`src/rtl/fib_stream_gen.sv`:
```
// rtl/fib_stream_gen.sv - Fibonacci-style term stream generator with valid/ready output
module fib_stream_gen #(
   parameter int WIDTH = 16,
   parameter int CNT_W = 8
) (
   input  logic             clk,
   input  logic             rst,
   input  logic             start,
   input  logic             clear,
   input  logic [WIDTH-1:0] seed_a,
   input  logic [WIDTH-1:0] seed_b,
   input  logic [CNT_W-1:0] num_terms,
   input  logic             sat_mode,
   output logic [WIDTH-1:0] out_data,
   output logic             out_valid,
   input  logic             out_ready,
   output logic [CNT_W-1:0] out_idx,
   output logic             out_ovf,
   output logic             overflow,
   output logic             busy,
   output logic             done
);

   typedef enum logic [1:0] {IDLE, RUN, DONE} state_t;

   state_t           state;
   state_t           state_nxt;
   logic [WIDTH-1:0] a;
   logic [WIDTH-1:0] b;
   logic             tag_a;
   logic             tag_b;
   logic             mode;
   logic [CNT_W-1:0] remaining;
   logic [CNT_W-1:0] idx;
   logic             ovf_flag;
   logic [WIDTH:0]   sum;
   logic [WIDTH-1:0] next_term;
   logic             accept;
   logic             hs;

   // The carry out of the widened sum is both the saturation trigger and the new term's tag.
   assign sum       = {1'b0, a} + {1'b0, b};
   assign next_term = (mode && sum[WIDTH]) ? '1 : sum[WIDTH-1:0];

   always_ff @(posedge clk or posedge rst) begin
      if (rst) begin
         state <= IDLE;
      end else begin
         state <= state_nxt;
      end
   end

   always_comb begin
      state_nxt = state;
      out_valid = 1'b0;
      busy      = 1'b0;
      done      = 1'b0;
      accept    = 1'b0;
      hs        = 1'b0;
      case (state)
         IDLE: begin
            if (!clear && start) begin
               accept    = 1'b1;
               state_nxt = (num_terms != '0) ? RUN : DONE;
            end
         end
         RUN: begin
            out_valid = 1'b1;
            busy      = 1'b1;
            if (clear) begin
               state_nxt = IDLE;
            end else if (out_ready) begin
               hs = 1'b1;
               if (remaining == CNT_W'(1)) begin
                  state_nxt = DONE;
               end
            end
         end
         DONE: begin
            busy      = 1'b1;
            done      = 1'b1;
            state_nxt = IDLE;
         end
         default: state_nxt = IDLE;
      endcase
   end

   always_ff @(posedge clk or posedge rst) begin
      if (rst) begin
         a         <= '0;
         b         <= '0;
         tag_a     <= 1'b0;
         tag_b     <= 1'b0;
         mode      <= 1'b0;
         remaining <= '0;
         idx       <= '0;
         ovf_flag  <= 1'b0;
      end else if (accept) begin
         a         <= seed_a;
         b         <= seed_b;
         tag_a     <= 1'b0;
         tag_b     <= 1'b0;
         mode      <= sat_mode;
         remaining <= num_terms;
         idx       <= '0;
         ovf_flag  <= 1'b0;
      end else if (hs) begin
         a         <= b;
         tag_a     <= tag_b;
         b         <= next_term;
         tag_b     <= sum[WIDTH];
         idx       <= idx + CNT_W'(1);
         remaining <= remaining - CNT_W'(1);
         ovf_flag  <= ovf_flag | tag_a;
      end
   end

   assign out_data = a;
   assign out_idx  = idx;
   assign out_ovf  = tag_a;
   assign overflow = ovf_flag;

endmodule

```
`config.mk`:
```
export PLATFORM = sky130hd
export DESIGN_NAME = fib_stream_gen
export DESIGN_NICKNAME = d
export VERILOG_FILES = /design/src/rtl/fib_stream_gen.sv
export SDC_FILE = /design/constraint.sdc
export NUM_CORES = 1
export LEC_CHECK = 0
export CAP_MARGIN = 20
export CORE_ASPECT_RATIO = 0.6
export CORE_MARGIN = 2
export CORE_UTILIZATION = 55
export DETAILED_ROUTE_END_ITERATION = 7
export GPL_ROUTABILITY_DRIVEN = 1
export PLACE_DENSITY = 0.86
export SLEW_MARGIN = 20
export SYNTH_ARGS = -nofsm -noshare
export SYNTH_HDL_FRONTEND = slang
export SYNTH_SLANG_ARGS = --single-unit
```
`constraint.sdc`:
```
create_clock -name clk -period 5.6 [get_ports clk]
set_clock_uncertainty 0.15 [all_clocks]
set_input_delay 1.12 -clock clk [delete_from_list [all_inputs] [get_ports clk]]
set_output_delay 1.12 -clock clk [all_outputs]
set_load 0.02 [all_outputs]
```
; Word level (Yosys, flattened, before mapping)
; Index checks and enable logic that the tools add are counted.
[classes]
n_addsub = 3
n_eq_ne = 6
n_mux = 29
bitwise_logic = 1
reduce_logical = 8
[ops]
columns = cell, count
row1 = two-way mux 16 bit, 5
row2 = two-way mux 8 bit, 4
row3 = adder 16 x 16 -> 17 bit, 1
row4 = two-way mux 1 bit, 14
row5 = two-way mux 2 bit, 5
row6 = adder 8 x 1 -> 8 bit (second input constant), 1
row7 = == test 8 x 1 -> 1 bit (second input constant), 1
row8 = nonzero test 8 bit, 1
row9 = subtractor 8 x 1 -> 8 bit (second input constant), 1
row10 = inequality test 3 bit (second input constant), 2
row11 = case mux 2 bit (2 select lines), 1
row12 = AND reduction 3 bit, 1
row13 = == test 2 x 1 -> 1 bit (second input constant), 1
row14 = == test 2 bit (second input constant), 1
row15 = logical AND 1 bit, 2
row16 = logical NOT 2 bit, 1
row17 = inequality test 2 bit (second input constant), 1
row18 = nonzero test 2 bit, 1
row19 = OR reduction 2 bit, 1
row20 = logical NOT 1 bit, 1
row21 = bitwise OR 1 bit, 1
[word_totals]
reg_bits = 54
input_bits = 46
out_inout_bits = 29
elab_cells = 56

; Logic depth before layout (Yosys ltp)
[logic_depth]
ltp_word = 5
ltp_mapped = 9
ltp_nobuf = 8

; Least setup slack after synthesis
; No wires, ideal clock.
[synth_path]
path_kind = flip-flop to flip-flop
from = register a[0], in the netlist out_data[0]
to = register b[12]
setup_ns = 0.126
t_arrival_ns = 2.354
t_required_ns = 5.324
slack_ns = 2.970
stages_incl_launch_ff = 9
n_path_buf = 0
period_less_slack_ns = 2.630
path_cell_list = dfrtp_1 -> ha_1 -> fa_1 -> a211oi_1 -> o21a_1 -> a2111oi_0 -> or3_1 -> a211oi_1 -> o21ai_1
[synth_via]
elab_chain_cells = 5
[synth_lines]
columns = element, line
row1 = "start, declared", 28  ; logic [WIDTH-1:0] a;
row2 = "start signal, assigned", 90  ; a <= '0;
row3 = "start signal, assigned", 99  ; a <= seed_a;
row4 = "start signal, assigned", 108  ; a <= b;
row5 = adder 16 x 16 -> 17 bit (*), 42  ; assign sum = {1'b0, a} + {1'b0, b};
row6 = logical AND 1 bit, 43  ; assign next_term = (mode && sum[WIDTH]) ? '1 : sum[WIDTH-1:0];
row7 = two-way mux 16 bit (*), 43
row8 = two-way mux 16 bit (*), 107  ; end else if (hs) begin
row9 = two-way mux 16 bit (*), 98  ; end else if (accept) begin
row10 = "end signal, assigned", 110  ; b <= next_term;
row11 = "end, declared", 29  ; logic [WIDTH-1:0] b;
; Mark *: on every way between the ends. The rest lies on a longest branch, timed or not. The select of a mux whose other input is x is not followed.
; A chain may end at the register's enable or synchronous reset.

; Final worst setup path
[layout_path]
from = input clear
to = register idx[7], in the netlist out_idx[7]
[layout_via]
elab_chain_cells = 5
word_cells_on_any_way = 8
cone_classes = mux (5) / reduce/logical (3)
[layout_lines]
columns = element, line
row1 = "start, declared", 9  ; input logic clear,
row2 = logical NOT 1 bit, 62  ; if (!clear && start) begin
row3 = logical AND 1 bit, 62
row4 = two-way mux 1 bit, 62
row5 = two-way mux 1 bit, 60  ; case (state)
row6 = two-way mux 8 bit / nonzero test 2 bit (equally long branches), n/a
row7 = "end signal, assigned", 112  ; idx <= idx + CNT_W'(1);
row8 = "end, declared", 34  ; logic [CNT_W-1:0] idx;
; Several ways; a longest one is shown, not always the timed one.

==> impl_metrics.json <==
{
  "postLayoutCellArea_mm2": 0.004334,
  "cts_tree": "built",
  "vias_per_cell": 5.799,
  "grt_util_all_layers": 0.2772,
  "status": "complete, no violations",
  "drv_slew": 0,
  "cts.sinks": 54,
  "num_vias": 3288,
  "drt_iter0_markers": 248,
  "die_w_um": 106.2,
  "place_area_mm2": 0.004237,
  "path_max_fanout": 26,
  "synth-async-reset-ratio": 1.000,
  "die-area_mm2": 0.006940,
  "hold_viol_final": 0,
  "port_buffers": 74,
  "seq_area_frac_synth": 0.3919,
  "drive_gt1_frac": 0.04141,
  "switching_share": 0.4876,
  "cts_hold_buf": 0,
  "cp-start-kind": "input pin",
  "area_growth_pct": 25.69,
  "syn_nets": 489,
  "nNetsFinal": 551,
  "worstRegToRegCells": 8,
  "clkPwrFrac": 0.091,
  "path_class": "in -> reg",
  "routedWlPerCell_um": 15.86,
  "power.switching_uw": 1296,
  "reg2reg_slack_ps": 2660,
  "powerDensity_mw_per_mm2": 613.1,
  "ir_worst_vdd_uv": 282.6,
  "pin_count": 75,
  "leakage_uw": 0.001807,
  "power_frac_comb": 0.643,
  "grt_remaining_overflow": 0,
  "n_antenna_cell": 0,
  "r2r_start": "b[0]",
  "drv_cap": 0,
  "required_ps": 5660,
  "htreeDepth": 2,
  "clockBufferDepth": 2,
  "syn_inst": 420,
  "final_cell_mix": "nand2_1 (82), clkdlybuf4s50_1 (74), dfrtp_1 (54)",
  "postCtsSetupRepairBufs": 0,
  "ys_types": 45,
  "rsz0062_at_grt": "no",
  "antenna_found_initial": 0,
  "synth_edf_count": 0,
  "min_period_over_period": 0.5907,
  "synthTopCellsByArea": "dfrtp_1 (39%), nand2_1 (8.9%), ha_1 (8.0%), nor2_1 (3.9%), a21oi_1 (3.8%)",
  "synth_top_area_share": 0.3919,
  "first_pass_iters": 5,
  "finalSetupViolations": 0,
  "min_to": "out_ovf",
  "max_freq_mhz": 302.3,
  "min_path_cells": 2,
  "initial_utilization": 0.5668,
  "core.rowCount": 22,
  "synth_seq_cells": 54,
  "tns_ps": 0,
  "grt_max_degree": 55,
  "synth_top_area_cell": "dfrtp_1",
  "synth_area_per_cell_um2": 8.210,
  "dp.final_hpwl_um": 6516,
  "p_int_uw": 1362,
  "fp.coreArea_mm2": 0.006083,
  "layout_min_cycle_time_ps": 3308,
  "final_common_cell": "nand2_1",
  "clockRootBuffer": "clkbuf_8",
  "hold_path.class": "reg -> reg",
  "drc": 0,
  "cts_buffers": 5,
  "critPathArrivalTime_ps": 3370,
  "globalplace.congestion": 0.8703,
  "fin_util": 0.7125,
  "ys.flop_type": "dfrtp_1",
  "crit_path_end_kind": "flop",
  "grt_pass1_vias": 3238,
  "insertion_delay_ps": 320,
  "ys.warnings.count": 0,
  "hp-start": "tag_b",
  "drt_wl_total_um": 8994,
  "worstMarginPinSlew_ps": 903.2,
  "die_y_um": 65.34,
  "relSlewSlack": 0.3979,
  "grt_pass1_wl_um": 15460,
  "cts_resized": 0,
  "seq_power_share": 0.267,
  "ant_nets": 0,
  "rr_endpoint": "b[12]",
  "synthesis.area_mm2": 0.003448,
  "clk_pin_slew_ps": 110
}
[area by class of cell]
cell class | count | area [um^2]
clock buffers | 5 | 68.82
clock inverters | 3 | 28.78
fillers | 475 | 1749
inverters | 8 | 30.03
multi-input cells | 334 | 1972
flip-flops and latches | 54 | 1351
well taps | 84 | 105.1
repair buffers | 79 | 778.2
[metrics by stage]
stage | hold WS, ps | power (uW) | setup slack, ps | instances
2_1_floorplan | 289.3 | 1909 | 2970 | 420
3_3_place_gp | 338.1 | 2327 | 2072 | 559
3_5_place_dp | 352.7 | 2383 | 1966 | 559
4_1_cts | 378.2 | 2636 | 2302 | 567
5_1_grt | 390.7 | 2891 | 2120 | 567
6_report | 372.6 | 2657 | 2292 | 567
[how the worst max path moves through the flow]
stage	from	end	slack, ps	depth (start not counted)
floorplan	out_data[0]	b[12]	2970	8
global placement	clear	out_idx[7]	2070	8
detailed placement	clear	out_idx[7]	1970	8
CTS	clear	out_idx[7]	2300	8
global route	clear	out_idx[7]	2120	8
finish	clear	out_idx[7]	2290	8
[cell families (layout without fill, tap and decap cells)]
family,after synthesis,in the layout,synth area share
adders and majority gates,23,23,0.08563
buffers and inverters,32,95,0.03701
and+or+nand+nor,168,168,0.2159
AOI/OAI and AO/OA,117,117,0.2028
muxes,1,1,0.003265
DFF,54,54,0.3919
xor gates and xnor gates,25,25,0.06350
[critical path, stage by stage]
cell	delay (ps)
clkdlybuf4s50_1	410
nor2b_1	250
and2_1	580
buf_4	400
and3_1	240
nand4_1	140
xor2_1	170
nor2_1	50
[state kept, by name, indices dropped and copies added, names as in the netlist]
| name | cells |
|---|---|
| b | 16 |
| out_ovf | 1 |
| mode | 1 |
| overflow | 1 |
| out_idx | 8 |
| tag_b | 1 |
| remaining | 8 |
| state | 2 |
| out_data | 16 |
[cell usage after synthesis, types with 3 or more instances]
master and count:
inv_1 8, a21o_1 3, xor2_1 13, o22ai_1 3, o21a_1 3, nor3_1 16
o211ai_1 3, nand4_1 6, a211oi_1 5, a31oi_1 17, clkbuf_1 21, nand2b_1 3
dfrtp_1 54, nand2_1 82, nor4_1 5, nor2_1 36, o21ai_0 24, xnor2_1 12
nand3_1 6, ha_1 22, a21oi_1 26, o21ai_1 24, nand3b_1 3
[power groups by stage]
| stage | Clock, uW | Sequential [uW] | Combinational, uW |
|---|---|---|---|
| global placement | 0 | 701 | 1630 |
| global route | 264 | 734 | 1890 |
| finish | 241 | 709 | 1710 |
| CTS | 243 | 706 | 1690 |
| floorplan | 0 | 751 | 1160 |
| detailed placement | 0 | 710 | 1670 |
[per-layer routing]
metal / track usage / up-vias / share of wire
met5: 0 / - / 0
met4: 0.07072 / 0 / 0.0079
met3: 0.05060 / 12 / 0.057
met2: 0.4407 / 113 / 0.45
met1: 0.3945 / 1558 / 0.48
li1: - / 1605 / -
Note: power is estimated with default switching activity, not from simulation.
